$ cat src/rtl/sync_fifo_flex.sv
// Synchronous FIFO of any depth >= 2 with occupancy count, programmable
// almost-full/almost-empty thresholds, error pulses and optional FWFT output.
module sync_fifo_flex #(
    parameter int unsigned DATA_WIDTH = 6,
    parameter int unsigned DEPTH      = 8,
    parameter int unsigned AF_LEVEL   = DEPTH - 1,
    parameter int unsigned AE_LEVEL   = 1,
    parameter int unsigned FWFT       = 0
) (
    input  logic                         clk,
    input  logic                         rst,
    input  logic                         wr_en,
    input  logic [DATA_WIDTH-1:0]        data_in,
    input  logic                         rd_en,
    output logic [DATA_WIDTH-1:0]        data_out,
    output logic                         full,
    output logic                         empty,
    output logic                         almost_full,
    output logic                         almost_empty,
    output logic [$clog2(DEPTH+1)-1:0]   count,
    output logic                         overflow,
    output logic                         underflow
);

    localparam int unsigned PTR_W = $clog2(DEPTH);
    localparam int unsigned CNT_W = $clog2(DEPTH + 1);

    logic [DATA_WIDTH-1:0] mem [DEPTH];
    logic [PTR_W-1:0]      wr_ptr;
    logic [PTR_W-1:0]      rd_ptr;
    logic [CNT_W-1:0]      count_next;
    logic                  wr_acc;
    logic                  rd_acc;

    // Explicit wrap so non-power-of-two depths never touch unused slots
    function automatic logic [PTR_W-1:0] ptr_inc(input logic [PTR_W-1:0] p);
        return (p == PTR_W'(DEPTH - 1)) ? '0 : p + PTR_W'(1);
    endfunction

    // A write into a full FIFO is accepted when a read frees the head slot
    always_comb begin
        rd_acc     = rd_en & ~empty;
        wr_acc     = wr_en & (~full | rd_en);
        count_next = count;
        case ({wr_acc, rd_acc})
            2'b10:   count_next = count + CNT_W'(1);
            2'b01:   count_next = count - CNT_W'(1);
            default: count_next = count;
        endcase
    end

    always_ff @(posedge clk or posedge rst) begin
        if (rst) begin
            wr_ptr    <= '0;
            rd_ptr    <= '0;
            count     <= '0;
            overflow  <= 1'b0;
            underflow <= 1'b0;
        end else begin
            if (wr_acc) wr_ptr <= ptr_inc(wr_ptr);
            if (rd_acc) rd_ptr <= ptr_inc(rd_ptr);
            count     <= count_next;
            overflow  <= wr_en & ~wr_acc;
            underflow <= rd_en & ~rd_acc;
        end
    end

    // Storage is intentionally left unreset
    always_ff @(posedge clk) begin
        if (wr_acc) mem[wr_ptr] <= data_in;
    end

    assign full         = (count == CNT_W'(DEPTH));
    assign empty        = (count == '0);
    assign almost_full  = (32'(count) >= AF_LEVEL);
    assign almost_empty = (32'(count) <= AE_LEVEL);

    generate
        if (FWFT != 0) begin : g_fwft
            assign data_out = mem[rd_ptr];
        end else begin : g_reg
            always_ff @(posedge clk or posedge rst) begin
                if (rst)         data_out <= '0;
                else if (rd_acc) data_out <= mem[rd_ptr];
            end
        end
    endgenerate

endmodule

$ cat config.mk
export PLATFORM = sky130hd
export DESIGN_NAME = sync_fifo_flex
export DESIGN_NICKNAME = d
export VERILOG_FILES = /design/src/rtl/sync_fifo_flex.sv
export SDC_FILE = /design/constraint.sdc
export NUM_CORES = 1
export LEC_CHECK = 0
export CAP_MARGIN = 15
export CORE_UTILIZATION = 50
export CTS_CLUSTER_SIZE = 24
export DETAILED_ROUTE_END_ITERATION = 6
export HOLD_SLACK_MARGIN = 0.12
export PLACE_DENSITY = 0.82
export SKIP_CTS_REPAIR_TIMING = 1
export SKIP_LAST_GASP = 1
export SLEW_MARGIN = 20
export SYNTH_ARGS = -nofsm -noshare
export SYNTH_HDL_FRONTEND = slang
export SYNTH_SLANG_ARGS = --single-unit
$ cat constraint.sdc
create_clock -name clk -period 6.95 [get_ports clk]
set_input_delay 1.39 -clock clk [delete_from_list [all_inputs] [get_ports clk]]
set_output_delay 1.39 -clock clk [all_outputs]
set_load 0.1 [all_outputs]
**Word level (Yosys, flattened, before mapping)**

Memory sizes are Yosys's and may differ from the RTL's. A register that Yosys moved wholly into a read port is not among the register bits.
Cells that the tools add are included.

- Memory bits (writable): 48
- Register bits after elaboration: 12
- Output and inout bits: 16
- Memories kept: 1
- Input bits: 10

- $lt $le $gt $ge: 2
- Muxes and demuxes: 5
- Reduce and logical (&&, ||, !) cells: 2
- Eq/ne operators: 5
- Bitwise gates (word level): 9
- Add/subtract/negate cells: 4

Memories:

| name | words | width | rd ports | clocked after Yosys merged registers in | wr ports | line | source |
|---|---|---|---|---|---|---|---|
| mem | 8 | 6 | 1 | 1 | 1 | 28 | `logic [DATA_WIDTH-1:0] mem [DEPTH];` |

Operators with widths:

| operator | number |
|---|---|
| $pmux W4 S2 | 1 |
| $add A3 B1 Y3 const B | 2 |
| $eq A3 B3 Y1 const B | 2 |
| $mux W3 | 2 |
| $add A4 B1 Y4 const B | 1 |
| $and A1 B1 Y1 | 4 |
| $eq A4 B4 Y1 const B | 1 |
| $ge A4 B3 Y1 const B | 1 |
| $le A4 B1 Y1 const B | 1 |
| $logic_not A4 Y1 | 1 |
| $not A1 Y1 | 4 |
| $sub A4 B1 Y4 const B | 1 |
| $eq A2 B1 Y1 const B | 1 |
| $eq A2 B2 Y1 const B | 1 |
| $mux W1 | 2 |
| $reduce_bool A2 Y1 | 1 |
| $or A1 B1 Y1 | 1 |

**Depth between registers and ports, before layout**

- Word-level depth: 6
- Mapped depth: 10
- Gate-level depth less buffers: 9

**Worst setup path before layout**

No wires, ideal clock.

- Kind: reg-to-output
- Start point: register count[0]
- End point: output almost_empty
- Required time: 5.560 ns
- Buffers on the path: 0
- Path slack: 2.222 ns
- Stages on the path, launching flop included: 4
- Data arrival time: 3.338 ns
- Cells stage by stage: dfrtp_1 ha_1 nor2_1 nor3_1

- Word-level cells in the longest chain between the ends: 1

RTL lines:

| element | line | source |
|---|---|---|
| from (decl) | 20 | `output logic [$clog2(DEPTH+1)-1:0] count,` |
| from (signal assigned) | 62 | `count <= count_next;` |
| $le A4 B1 Y1 | 76 | `assign almost_empty = (32'(count) <= AE_LEVEL);` |
| to (decl) | 19 | `output logic almost_empty,` |

Every way passes these cells.

**Final worst setup path**

- Start point: register count[0]
- End point: output empty

- Word-level cells in the longest chain between the ends: 1

RTL lines:

| element | line | source |
|---|---|---|
| $logic_not A4 Y1 | 74 | `assign empty = (count == '0);` |
| to (decl) | 17 | `output logic empty,` |

Every way passes these cells.

==> implementation parameters <==
Parameter                              Value

Outcome
  Status    finished, final reports clean

Worst setup path
  Arrival @ worst endpoint    2.68 ns
  Type of the worst setup path    flip-flop to primary output
  Slowest cell on the critical path    clkdlybuf4s50_1
  Critical Path Fanout Max    10
  Critical Path Source Type    flip-flop
  Crit. End Element    primary output
  FF-to-FF setup slack    about 4.4 ns
  Req. time, crit path    around 5.6 ns
  CP max stage delay    1.22 ns
  Crit-path cells    inv_1 -> ha_1 -> nor3b_4 -> clkdlybuf4s50_1

STA
  Number of hold violations in the final report    0
  Worst relative slew slack    between 20% and 30%
  Fmax    245.7 MHz
  RSZ-0062 raised after global routing    no
  Final setup violation count    0
  Final worst-path cycle share    58.57%
  Worst setup skew after layout    slightly below 0.009 ns
  Time the worst path needs with I/O delays and setup    4.071 ns
  Total negative setup slack    0 ns
  Worst Max-Slew Pin Slew    ~1.1 ns
  Final Max Slew Viols    0

Synth
  Number of distinct library cells after synthesis    30
  Yosys warning total    0
  Share of the yosys chip area belonging to registers    about two thirds
  Complex-gate fraction of the synthesized area    under 10%
  Arithmetic-cell share of the synthesized area counting full adders, half adders and majority gates    3.554%
  Cell area after synthesis    2816 um^2
  Largest area contributor in the synthesized netlist    edfxtp_1
  Average cell area after synthesis    15.73 um^2
  Syn Nets    about 200
  Share of the synthesized netlist area taken by xor and xnor gates    1.244%
  Share of cell area taken by muxes after synthesis    between 10% and 20%
  Number of synthesized flops with an enable pin    48
  Post-synthesis simple-gate area fraction    6.086%
  Fraction of synthesized cell area taken by the top area cell type    51.18%
  Number of synthesized register bits    66
  Syn Inst Count    179
  Top area cells in the synthesized netlist    edfxtp_1 51%, dfrtp_1 16%, mux2_2 6.8%, mux2i_1 4.6%, ha_1 3.6%
  Proportion of synthesized flip-flops having asynchronous set or reset    27.27%
  Most frequently used flop master after synthesis    edfxtp_1
  Main combinational cell family by area after synthesis    multiplexers

Clock network
  Clock latency reported for the late side of the worst-skew pair    0.32 ns
  CTS sink count    66
  Root buffer cell    clkbuf_8
  H-Tree Level Count    3
  TritonCTS clock tree    done
  Worst-case clock buffer depth    2
  Clock-pin slew reported for the worst setup and hold paths after clock tree synthesis    ~0.07 ns
  Number of buffers created by CTS    9

Layout
  Final cell count without fillers    287
  Area grow syn2layout    17.24%
  Share of post-route cells with drive strength above 1    17.51%
  Most common cell after layout, fill and taps aside    edfxtp_1
  Antenna cells    0
  Filler instances    392
  Layout net count    230
  Highest-count cells in the layout ignoring fill and taps    48 x edfxtp_1, 25 x clkdlybuf4s50_1, 18 x dfrtp_1, 17 x mux2_2, 13 x mux2i_1

Die
  Vertical die dimension    between 70 and 80 um
  Core area    5270 um^2
  Effective utilization at floorplan    53.44%
  Overall die area    5937 um^2
  Cell Rows    26
  Die X    slightly below 80 um
  Number of placed I/O pins    26

Min path
  Path class of the lowest-slack min-delay path    flip-flop to flip-flop

Route
  Number of DRC markers in iteration 0    140
  Pre-Repair DR Iteration Count    4
  Post-detailed-routing wire length    5074 um
  Antenna Violating Nets Remaining    0
  Routed vias/inst    5.544
  WL per Instance    roughly 18 um
  Overall via count from detail_route    1591
  Final routed DRC violation total    0

Placed design
  Inst Count DP    271
  Placed wire-length estimate after detailed placement    3496 um
  Gpl congestion    a little over 0.8
  Quantity of I/O buffers inserted on ports    25

Global routing
  Total gr overflow    0
  Number of global-route vias before repair    around 1600
  Initial antenna violation count    0
  Wire length of the first global-routing pass    8535 um
  Maximum number of pins on one net before global-route repair    28
  Total GRT Usage    19.26%

Run
  Max-cap violation count    0
[kinds of logic (layout without fill, tap and decap cells)]
| group | Yosys count | in the layout |
|---|---|---|
| xor gates and xnor gates | 4 | 4 |
| and+or+nand+nor | 29 | 29 |
| AOI/OAI and AO/OA | 31 | 31 |
| DFF | 66 | 66 |
| muxes | 30 | 30 |
| buffers and inverters | 11 | 49 |
| adders and majority gates | 8 | 8 |
[state kept, by name, summed over array words and instances (netlist names)]
| name | cells |
|---|---|
| mem | 48 |
| underflow | 1 |
| wr_ptr | 3 |
| overflow | 1 |
| rd_ptr | 3 |
| count | 4 |
| data_out | 6 |
[worst max-delay path, delay by kind of cell (launching register included)]
kind	cells	cell delay, ns
and+or+nand+nor	1	0.38
buffers and inverters	2	1.31
adders and majority gates	1	0.21
DFF	1	0.45
[per-stage QoR]
step / hold WS, ns / util, % / worst slack [ns] / area, um^2
3_3_place_gp: 0.5208 / 59.14 / 3.275 / 3117
3_5_place_dp: 0.5203 / 59.14 / 3.207 / 3117
4_1_cts: 0.5393 / 62.65 / 2.854 / 3302
6_report: 0.5460 / 62.65 / 2.879 / 3302
2_1_floorplan: 0.5520 / - / 2.222 / 2816
5_1_grt: 0.6021 / 62.65 / 2.733 / 3302
[synth_stat cells (2+ instances only)]
cell type and number:
o22ai_1 6, edfxtp_1 48, xor2_1 2, nor3_1 5
o21ai_0 9, ha_1 8, buf_6 4, xnor2_1 2
inv_1 6, nand2_1 3, dfrtp_1 18, o31ai_1 6
mux2_2 17, nand2b_1 5, nor2_1 8, a22o_1 6
mux2i_1 13
[layer usage]
| layer | global-route usage (%) | wire, um | vias to the layer above | share of wire (%) |
|---|---|---|---|---|
| met4 | 6.226 | 45 | 0 | 0.89 |
| met1 | 25.40 | 2253 | 806 | 44 |
| met2 | 30.54 | 2531 | 31 | 50 |
| li1 | - | - | 749 | - |
| met3 | 5.833 | 244 | 5 | 4.8 |
| met5 | 0 | 0 | - | 0 |
[cell type report]
class	count	area [um^2]	area share, %
clock inverter	6	57.56	1.743
tap	70	87.58	2.653
sequential	66	1892	57.29
timing repair buffer	27	265.3	8.033
multi-input combinational	102	849.6	25.73
clock buffer	10	127.6	3.865
inverter	6	22.52	0.6821
[worst paths after layout]
path | end | startpoint | cells after the start
max in group asynchronous | wr_ptr[1]$_DFFE_PP0P_ | rst | 2
setup / recovery | empty | count[0]$_DFFE_PP0P_ | 4
min in group asynchronous | rd_ptr[0]$_DFFE_PP0P_ | rst | 2
setup reg to reg | count[3]$_DFFE_PP0P_ | count[0]$_DFFE_PP0P_ | 9
hold reg to reg | data_out[0]$_DFFE_PP0P_ | data_out[0]$_DFFE_PP0P_ | 2
hold / removal | data_out[0]$_DFFE_PP0P_ | data_out[0]$_DFFE_PP0P_ | 2
Power is not shown: default switching activity piles up to over one toggle a cycle in this logic, so the estimate is an artifact.
